==> src/rtl/counter_bank_pkg.sv <==
// rtl/counter_bank_pkg.sv - shared state and mode encodings for the counter bank
package counter_bank_pkg;

  typedef enum logic [1:0] {
    ST_IDLE  = 2'd0,
    ST_COUNT = 2'd1,
    ST_DONE  = 2'd2
  } state_e;

  localparam logic MODE_ONESHOT = 1'b0;
  localparam logic MODE_RELOAD  = 1'b1;

endpackage

==> src/rtl/counter_bank_if.sv <==
// rtl/counter_bank_if.sv - control, config and status bundle between datapath control and the counter bank
interface counter_bank_if #(
  parameter int NUM_CH = 4,
  parameter int WIDTH  = 8
);
  localparam int CHW = $clog2(NUM_CH);

  logic [NUM_CH-1:0]       countEN;
  logic [NUM_CH-1:0]       clear;
  logic                    cfg_we;
  logic [CHW-1:0]          cfg_ch;
  logic [WIDTH-1:0]        cfg_limit;
  logic                    cfg_mode;
  logic [NUM_CH*WIDTH-1:0] count;
  logic [NUM_CH-1:0]       busy;
  logic [NUM_CH-1:0]       op_done;
  logic                    any_done;

  modport master (
    output countEN, clear, cfg_we, cfg_ch, cfg_limit, cfg_mode,
    input  count, busy, op_done, any_done
  );

  modport slave (
    input  countEN, clear, cfg_we, cfg_ch, cfg_limit, cfg_mode,
    output count, busy, op_done, any_done
  );
endinterface

==> src/rtl/counter_bank_cnt_channel.sv <==
// rtl/counter_bank_cnt_channel.sv - one event-counter channel: FSM, count, limit and mode registers
module cnt_channel
  import counter_bank_pkg::*;
#(
  parameter int               WIDTH     = 8,
  parameter logic [WIDTH-1:0] DEF_LIMIT = WIDTH'(5)
) (
  input  logic             clock,
  input  logic             reset,
  input  logic             cfg_hit,
  input  logic [WIDTH-1:0] cfg_limit,
  input  logic             cfg_mode,
  input  logic             en,
  input  logic             clr,
  output logic [WIDTH-1:0] count,
  output logic             busy,
  output logic             op_done
);

  state_e           state_q, state_d;
  logic [WIDTH-1:0] count_q, count_d;
  logic [WIDTH-1:0] limit_q, limit_d;
  logic             mode_q, mode_d;
  logic             done_q, done_d;
  logic             terminal;

  always_ff @(posedge clock or posedge reset) begin
    if (reset) begin
      state_q <= ST_IDLE;
      count_q <= '0;
      limit_q <= DEF_LIMIT;
      mode_q  <= MODE_ONESHOT;
      done_q  <= 1'b0;
    end else begin
      state_q <= state_d;
      count_q <= count_d;
      limit_q <= limit_d;
      mode_q  <= mode_d;
      done_q  <= done_d;
    end
  end

  // Wraps modulo 2^WIDTH, so limit 0 terminates at all-ones after 2^WIDTH events.
  assign terminal = (count_q == limit_q - WIDTH'(1));

  always_comb begin
    state_d = state_q;
    count_d = count_q;
    limit_d = limit_q;
    mode_d  = mode_q;
    done_d  = 1'b0;
    if (cfg_hit) begin
      limit_d = cfg_limit;
      mode_d  = cfg_mode;
      count_d = '0;
      state_d = ST_IDLE;
    end else if (clr) begin
      count_d = '0;
      state_d = ST_IDLE;
    end else if (en && state_q != ST_DONE) begin
      if (terminal) begin
        done_d = 1'b1;
        if (mode_q == MODE_RELOAD) begin
          count_d = '0;
          state_d = ST_COUNT;
        end else begin
          count_d = limit_q;
          state_d = ST_DONE;
        end
      end else begin
        count_d = count_q + WIDTH'(1);
        state_d = ST_COUNT;
      end
    end
  end

  always_comb begin
    count   = count_q;
    busy    = (state_q == ST_COUNT);
    op_done = done_q;
  end

endmodule

==> src/rtl/counter_bank.sv <==
// rtl/counter_bank.sv - NUM_CH independent programmable event counters with per-channel completion pulses
module counter_bank
  import counter_bank_pkg::*;
#(
  parameter int NUM_CH    = 4,
  parameter int WIDTH     = 8,
  parameter int DEF_LIMIT = 5
) (
  input  logic          clock,
  input  logic          reset,
  counter_bank_if.slave bus
);

  localparam int CHW = $clog2(NUM_CH);

  logic [NUM_CH*WIDTH-1:0] count_w;
  logic [NUM_CH-1:0]       busy_w;
  logic [NUM_CH-1:0]       done_w;

  for (genvar i = 0; i < NUM_CH; i++) begin : g_ch
    logic hit;
    // cfg_ch values at or above NUM_CH never match any channel.
    assign hit = bus.cfg_we && (bus.cfg_ch == CHW'(i));

    cnt_channel #(
      .WIDTH     (WIDTH),
      .DEF_LIMIT (WIDTH'(DEF_LIMIT))
    ) u_ch (
      .clock     (clock),
      .reset     (reset),
      .cfg_hit   (hit),
      .cfg_limit (bus.cfg_limit),
      .cfg_mode  (bus.cfg_mode),
      .en        (bus.countEN[i]),
      .clr       (bus.clear[i]),
      .count     (count_w[i*WIDTH +: WIDTH]),
      .busy      (busy_w[i]),
      .op_done   (done_w[i])
    );
  end

  assign bus.count    = count_w;
  assign bus.busy     = busy_w;
  assign bus.op_done  = done_w;
  assign bus.any_done = |done_w;

endmodule

==> src/flat_wrapper.sv <==
// flat-port wrapper written by rule: the top's interface ports become plain ports
module counter_bank_flat import counter_bank_pkg::*;
#(
  parameter int NUM_CH    = 4,
  parameter int WIDTH     = 8,
  parameter int DEF_LIMIT = 5
)
  (clock, reset, bus_countEN, bus_clear, bus_cfg_we, bus_cfg_ch, bus_cfg_limit, bus_cfg_mode, bus_count, bus_busy, bus_op_done, bus_any_done);
  counter_bank_if #(.NUM_CH(NUM_CH), .WIDTH(WIDTH)) bus_i ();
  input  logic clock;
  input  logic reset;
  input wire logic [$bits(bus_i.countEN)-1:0] bus_countEN;
  input wire logic [$bits(bus_i.clear)-1:0] bus_clear;
  input wire logic [$bits(bus_i.cfg_we)-1:0] bus_cfg_we;
  input wire logic [$bits(bus_i.cfg_ch)-1:0] bus_cfg_ch;
  input wire logic [$bits(bus_i.cfg_limit)-1:0] bus_cfg_limit;
  input wire logic [$bits(bus_i.cfg_mode)-1:0] bus_cfg_mode;
  output wire logic [$bits(bus_i.count)-1:0] bus_count;
  output wire logic [$bits(bus_i.busy)-1:0] bus_busy;
  output wire logic [$bits(bus_i.op_done)-1:0] bus_op_done;
  output wire logic [$bits(bus_i.any_done)-1:0] bus_any_done;
  assign bus_i.countEN = bus_countEN;
  assign bus_i.clear = bus_clear;
  assign bus_i.cfg_we = bus_cfg_we;
  assign bus_i.cfg_ch = bus_cfg_ch;
  assign bus_i.cfg_limit = bus_cfg_limit;
  assign bus_i.cfg_mode = bus_cfg_mode;
  assign bus_count = bus_i.count;
  assign bus_busy = bus_i.busy;
  assign bus_op_done = bus_i.op_done;
  assign bus_any_done = bus_i.any_done;
  counter_bank #(.NUM_CH(NUM_CH), .WIDTH(WIDTH), .DEF_LIMIT(DEF_LIMIT)) u_core (.clock(clock), .reset(reset), .bus(bus_i));
endmodule
==> config.mk <==
export PLATFORM = sky130hd
export DESIGN_NAME = counter_bank_flat
export DESIGN_NICKNAME = d
export VERILOG_FILES = /design/src/rtl/counter_bank_pkg.sv /design/src/rtl/counter_bank_if.sv /design/src/rtl/counter_bank_cnt_channel.sv /design/src/rtl/counter_bank.sv /design/src/flat_wrapper.sv
export SDC_FILE = /design/constraint.sdc
export NUM_CORES = 1
export LEC_CHECK = 0
export ABC_AREA = 1
export CORE_MARGIN = 1.5
export CORE_UTILIZATION = 40
export DETAILED_ROUTE_END_ITERATION = 10
export PLACE_DENSITY = 0.67
export SKIP_LAST_GASP = 1
export SYNTH_ARGS = -nofsm -noshare
export SYNTH_HDL_FRONTEND = slang
export SYNTH_SLANG_ARGS = --single-unit
export TNS_END_PERCENT = 50
==> constraint.sdc <==
create_clock -name clock -period 3.1 [get_ports clock]
set_input_delay 0.62 -clock clock [delete_from_list [all_inputs] [get_ports clock]]
set_output_delay 0.62 -clock clock [all_outputs]
set_load 0.02 [all_outputs]
==> results.json <==
{
  "netlist.top_cell.by_area": "dfrtp_1",
  "clk_pin_slew_ns": 0.06,
  "place_congestion": 0.818,
  "hold_path.startpoint": "u_core.g_ch[2].u_ch.mode_q",
  "mostFrequentLayoutCell": "nand2_1",
  "path_buf_inv": 1,
  "ir_drop_v": 0.000263,
  "path_max_fanout": 2,
  "number_of_hold_buffers_added_after_cts": 0,
  "maxCapViolCount": 0,
  "clockBufferDepth": 2,
  "area_growth_syn_to_layout_pct": 21.3,
  "critical_path.max_stage_delay_ns": 0.54,
  "worst_r2r_startpoint": "u_core.g_ch[0].u_ch.limit_q[0]",
  "timing.critical_path.to_type": "primary output",
  "grt_usage": 0.187,
  "finalWorstPathRequiredPeriod_ns": 2.45,
  "post-route-drc-count": 0,
  "grt_setup_unrepaired": "false",
  "die_height_um": 119,
  "die_area_mm2": 0.0141,
  "final.setup.tns_ns": 0,
  "cts_resized": 0,
  "grt_antenna_before_repair": 0,
  "synthesis.yosys.warnings": 0,
  "p_leak_uw": 0.00328,
  "grt_overflow_total": 0,
  "outcome": "completed",
  "nets": 850,
  "yosys_reg_bits": 80,
  "tightest_slew_ns": 0.899,
  "detailroute.via_count": 4720,
  "drt_pre_antenna_iters": 4,
  "critPathArrivalTime_ns": 1.83,
  "power_per_cell_area_mw_per_mm2": 495,
  "slowest_stage": "clkdlybuf4s50_1",
  "grt_util_met3": 0.0376,
  "synth_unique_cells": 35,
  "globalRouteMet2Util": 0.300,
  "grt_most_used_layer": "met2",
  "setup.worst_path.start_class": "flip-flop",
  "finalCritPeriodShare": 0.792,
  "clk_latency_ns": 0.34,
  "io_pins": 63,
  "cts_num_sinks": 80,
  "rows": 42,
  "viasPerCell": 4.72,
  "cell_area_after_synthesis_mm2": 0.00535,
  "synth.yosys.seq_area_share": 0.376,
  "cp_data_required_time_ns": 2.48,
  "die_x_um": 119,
  "largest_net_degree_at_the_start_of_global_routing": 33,
  "port_buffers": 62,
  "cts_tree": "yes",
  "synthCells": 756,
  "route.final.wire_length_um": 12500,
  "fmax_ghz": 0.407,
  "post-cts-setup-buffer-count": 0,
  "detailedRoute.firstIterationViolations": 259,
  "number_of_global_route_vias_before_repair": 4284,
  "mostFrequentLayoutCells": "242 x nand2_1, 91 x inv_1, 88 x nand3_1",
  "holdCritPathClass": "flip-flop to flip-flop",
  "grt_first_pass_wirelength_um": 20900,
  "place.detailed.hpwl_um": 9410,
  "maxSlewHeadroom": 0.397,
  "synth_net_count": 786,
  "instances_no_fill": 1001,
  "antenna_left": 0,
  "initial_core_util": 0.407,
  "worst-setup-path-type": "flip-flop to primary output",
  "syn_area_per_cell_um2": 7.07,
  "critical_path.startpoint": "u_core.g_ch[2].u_ch.op_done",
  "htree_num_levels": 3,
  "cts_made_buffers": 9,
  "post_drt_wl_per_cell_um": 12.4,
  "placed_cells": 985,
  "n_antenna_cell": 0,
  "final_count_of_negative_setup_slack_endpoints": 0,
  "core_mm2": 0.0131,
  "crit_path_cell_trace": "or4_1, clkdlybuf4s50_1",
  "worst_clock_skew_ns": 0.00605,
  "post_synth_main_area_contributors": "dfrtp_1 34%, nand2_1 17%, nand3_1 8.2%, inv_1 6.5%, xor2_1 4.4%",
  "met1_usage": 0.253,
  "synth_largest_type_area_fraction": 0.337,
  "drv_slew": 0,
  "ratio_of_cells_with_drive_above_1_in_the_final_layout": 0.0982,
  "final_number_of_hold_violating_endpoints": 0,
  "timing.critical_path.max_delay_family": "buffers and inverters",
  "root_buffer_cell": "clkbuf_16"
}
## registers in the layout, summed over array words and instances (netlist names)
signal	cells
u_core.g_ch.u_ch.op_done	4
u_core.g_ch.u_ch.state_q	8
u_core.g_ch.u_ch.limit_q	32
u_core.g_ch.u_ch.count	32
u_core.g_ch.u_ch.mode_q	4
## final timing paths
check | depth (start not counted) | endpoint | slack (ns)
worst min register to register | 2 | u_core.g_ch[2].u_ch.state_q[0] | 0.53
max in group asynchronous | 3 | u_core.g_ch[0].u_ch.limit_q[0] | 1.74
worst min-delay path | 2 | u_core.g_ch[2].u_ch.state_q[0] | 0.53
worst max-delay path | 2 | bus_any_done | 0.65
min in group asynchronous | 2 | u_core.g_ch[1].u_ch.op_done | 0.64
worst max register to register | 13 | u_core.g_ch[0].u_ch.count[7] | 0.98
## worst register-to-register path, stage by stage, from the launching register on
cell     delay (ns)
dfstp_2        0.57
inv_2          0.07
ha_1           0.31
inv_1          0.06
nand2_1        0.04
nand2_1        0.07
nand2_1        0.07
nor2_1         0.10
nand3_1        0.07
nor2_1         0.12
nand3_2        0.19
nor2_4         0.22
nand3_1        0.10
nand2_1        0.07
## layer usage
layer	vias to the layer above	part of all wire
met5	-	0
met4	0	0.010
met3	8	0.038
met2	76	0.47
met1	2134	0.48
li1	2502	-
## synthesized netlist by cell type, drive strengths merged
cell and instances:
nand2 247, inv 105, nand3 92, dfrtp 72
nor2 60, o21ai 59, xor2 27, xnor2 18
buf 12, clkinv 11, nor3 9, dfstp 8
ha 8, clkbuf 6, nand4 6, nand3b 5
o211ai 4, a21oi 2, or2 2, nor3b 1
o22ai 1, or4 1
## power by group
part | switching (uW) | internal (uW) | leakage (uW) | total [uW]
logic | 464 | 287 | 0.00209 | 751
registers | 126 | 1150 | 0.00103 | 1280
clock network | 409 | 772 | 0.000163 | 1180
total | 999 | 2210 | 0.00328 | 3210
## layout make-up
cell class                 instances  area [um2]
clock buffer                      14         274
clock inverter                     2        60.1
fill                            1304        6650
inverter                         116         437
multi-input combinational        542        2790
sequential                        80        2010
tap                              176         220
timing repair buffer              71         688
## per-stage QoR
| step | instance area (um2) | setup WS [ns] | hold slack (ns) | utilization | power [uW] |
|---|---|---|---|---|---|
| final | 6480 | 0.646 | 0.525 | 0.494 | 3210 |
| after global routing | 6480 | 0.558 | 0.564 | 0.494 | 3420 |
| after CTS | 6480 | 0.624 | 0.535 | 0.494 | 3250 |
| after detailed placement | 6150 | 0.503 | 0.521 | 0.468 | 2050 |
| after global placement | 6150 | 0.546 | 0.518 | 0.468 | 2040 |
| after floorplan | 5350 | 0.442 | 0.478 | - | 1840 |
## cell families (layout without fill, tap and decap cells)
logic type	after synthesis	count (layout)	share of synthesized area
simple gates	423	423	0.365
buf+inv	134	203	0.102
flops	80	80	0.376
compound gates	66	66	0.0639
xor+xnor	45	45	0.0737
fa+ha+maj	8	8	0.0187
Power figures use the tool's default switching activity.
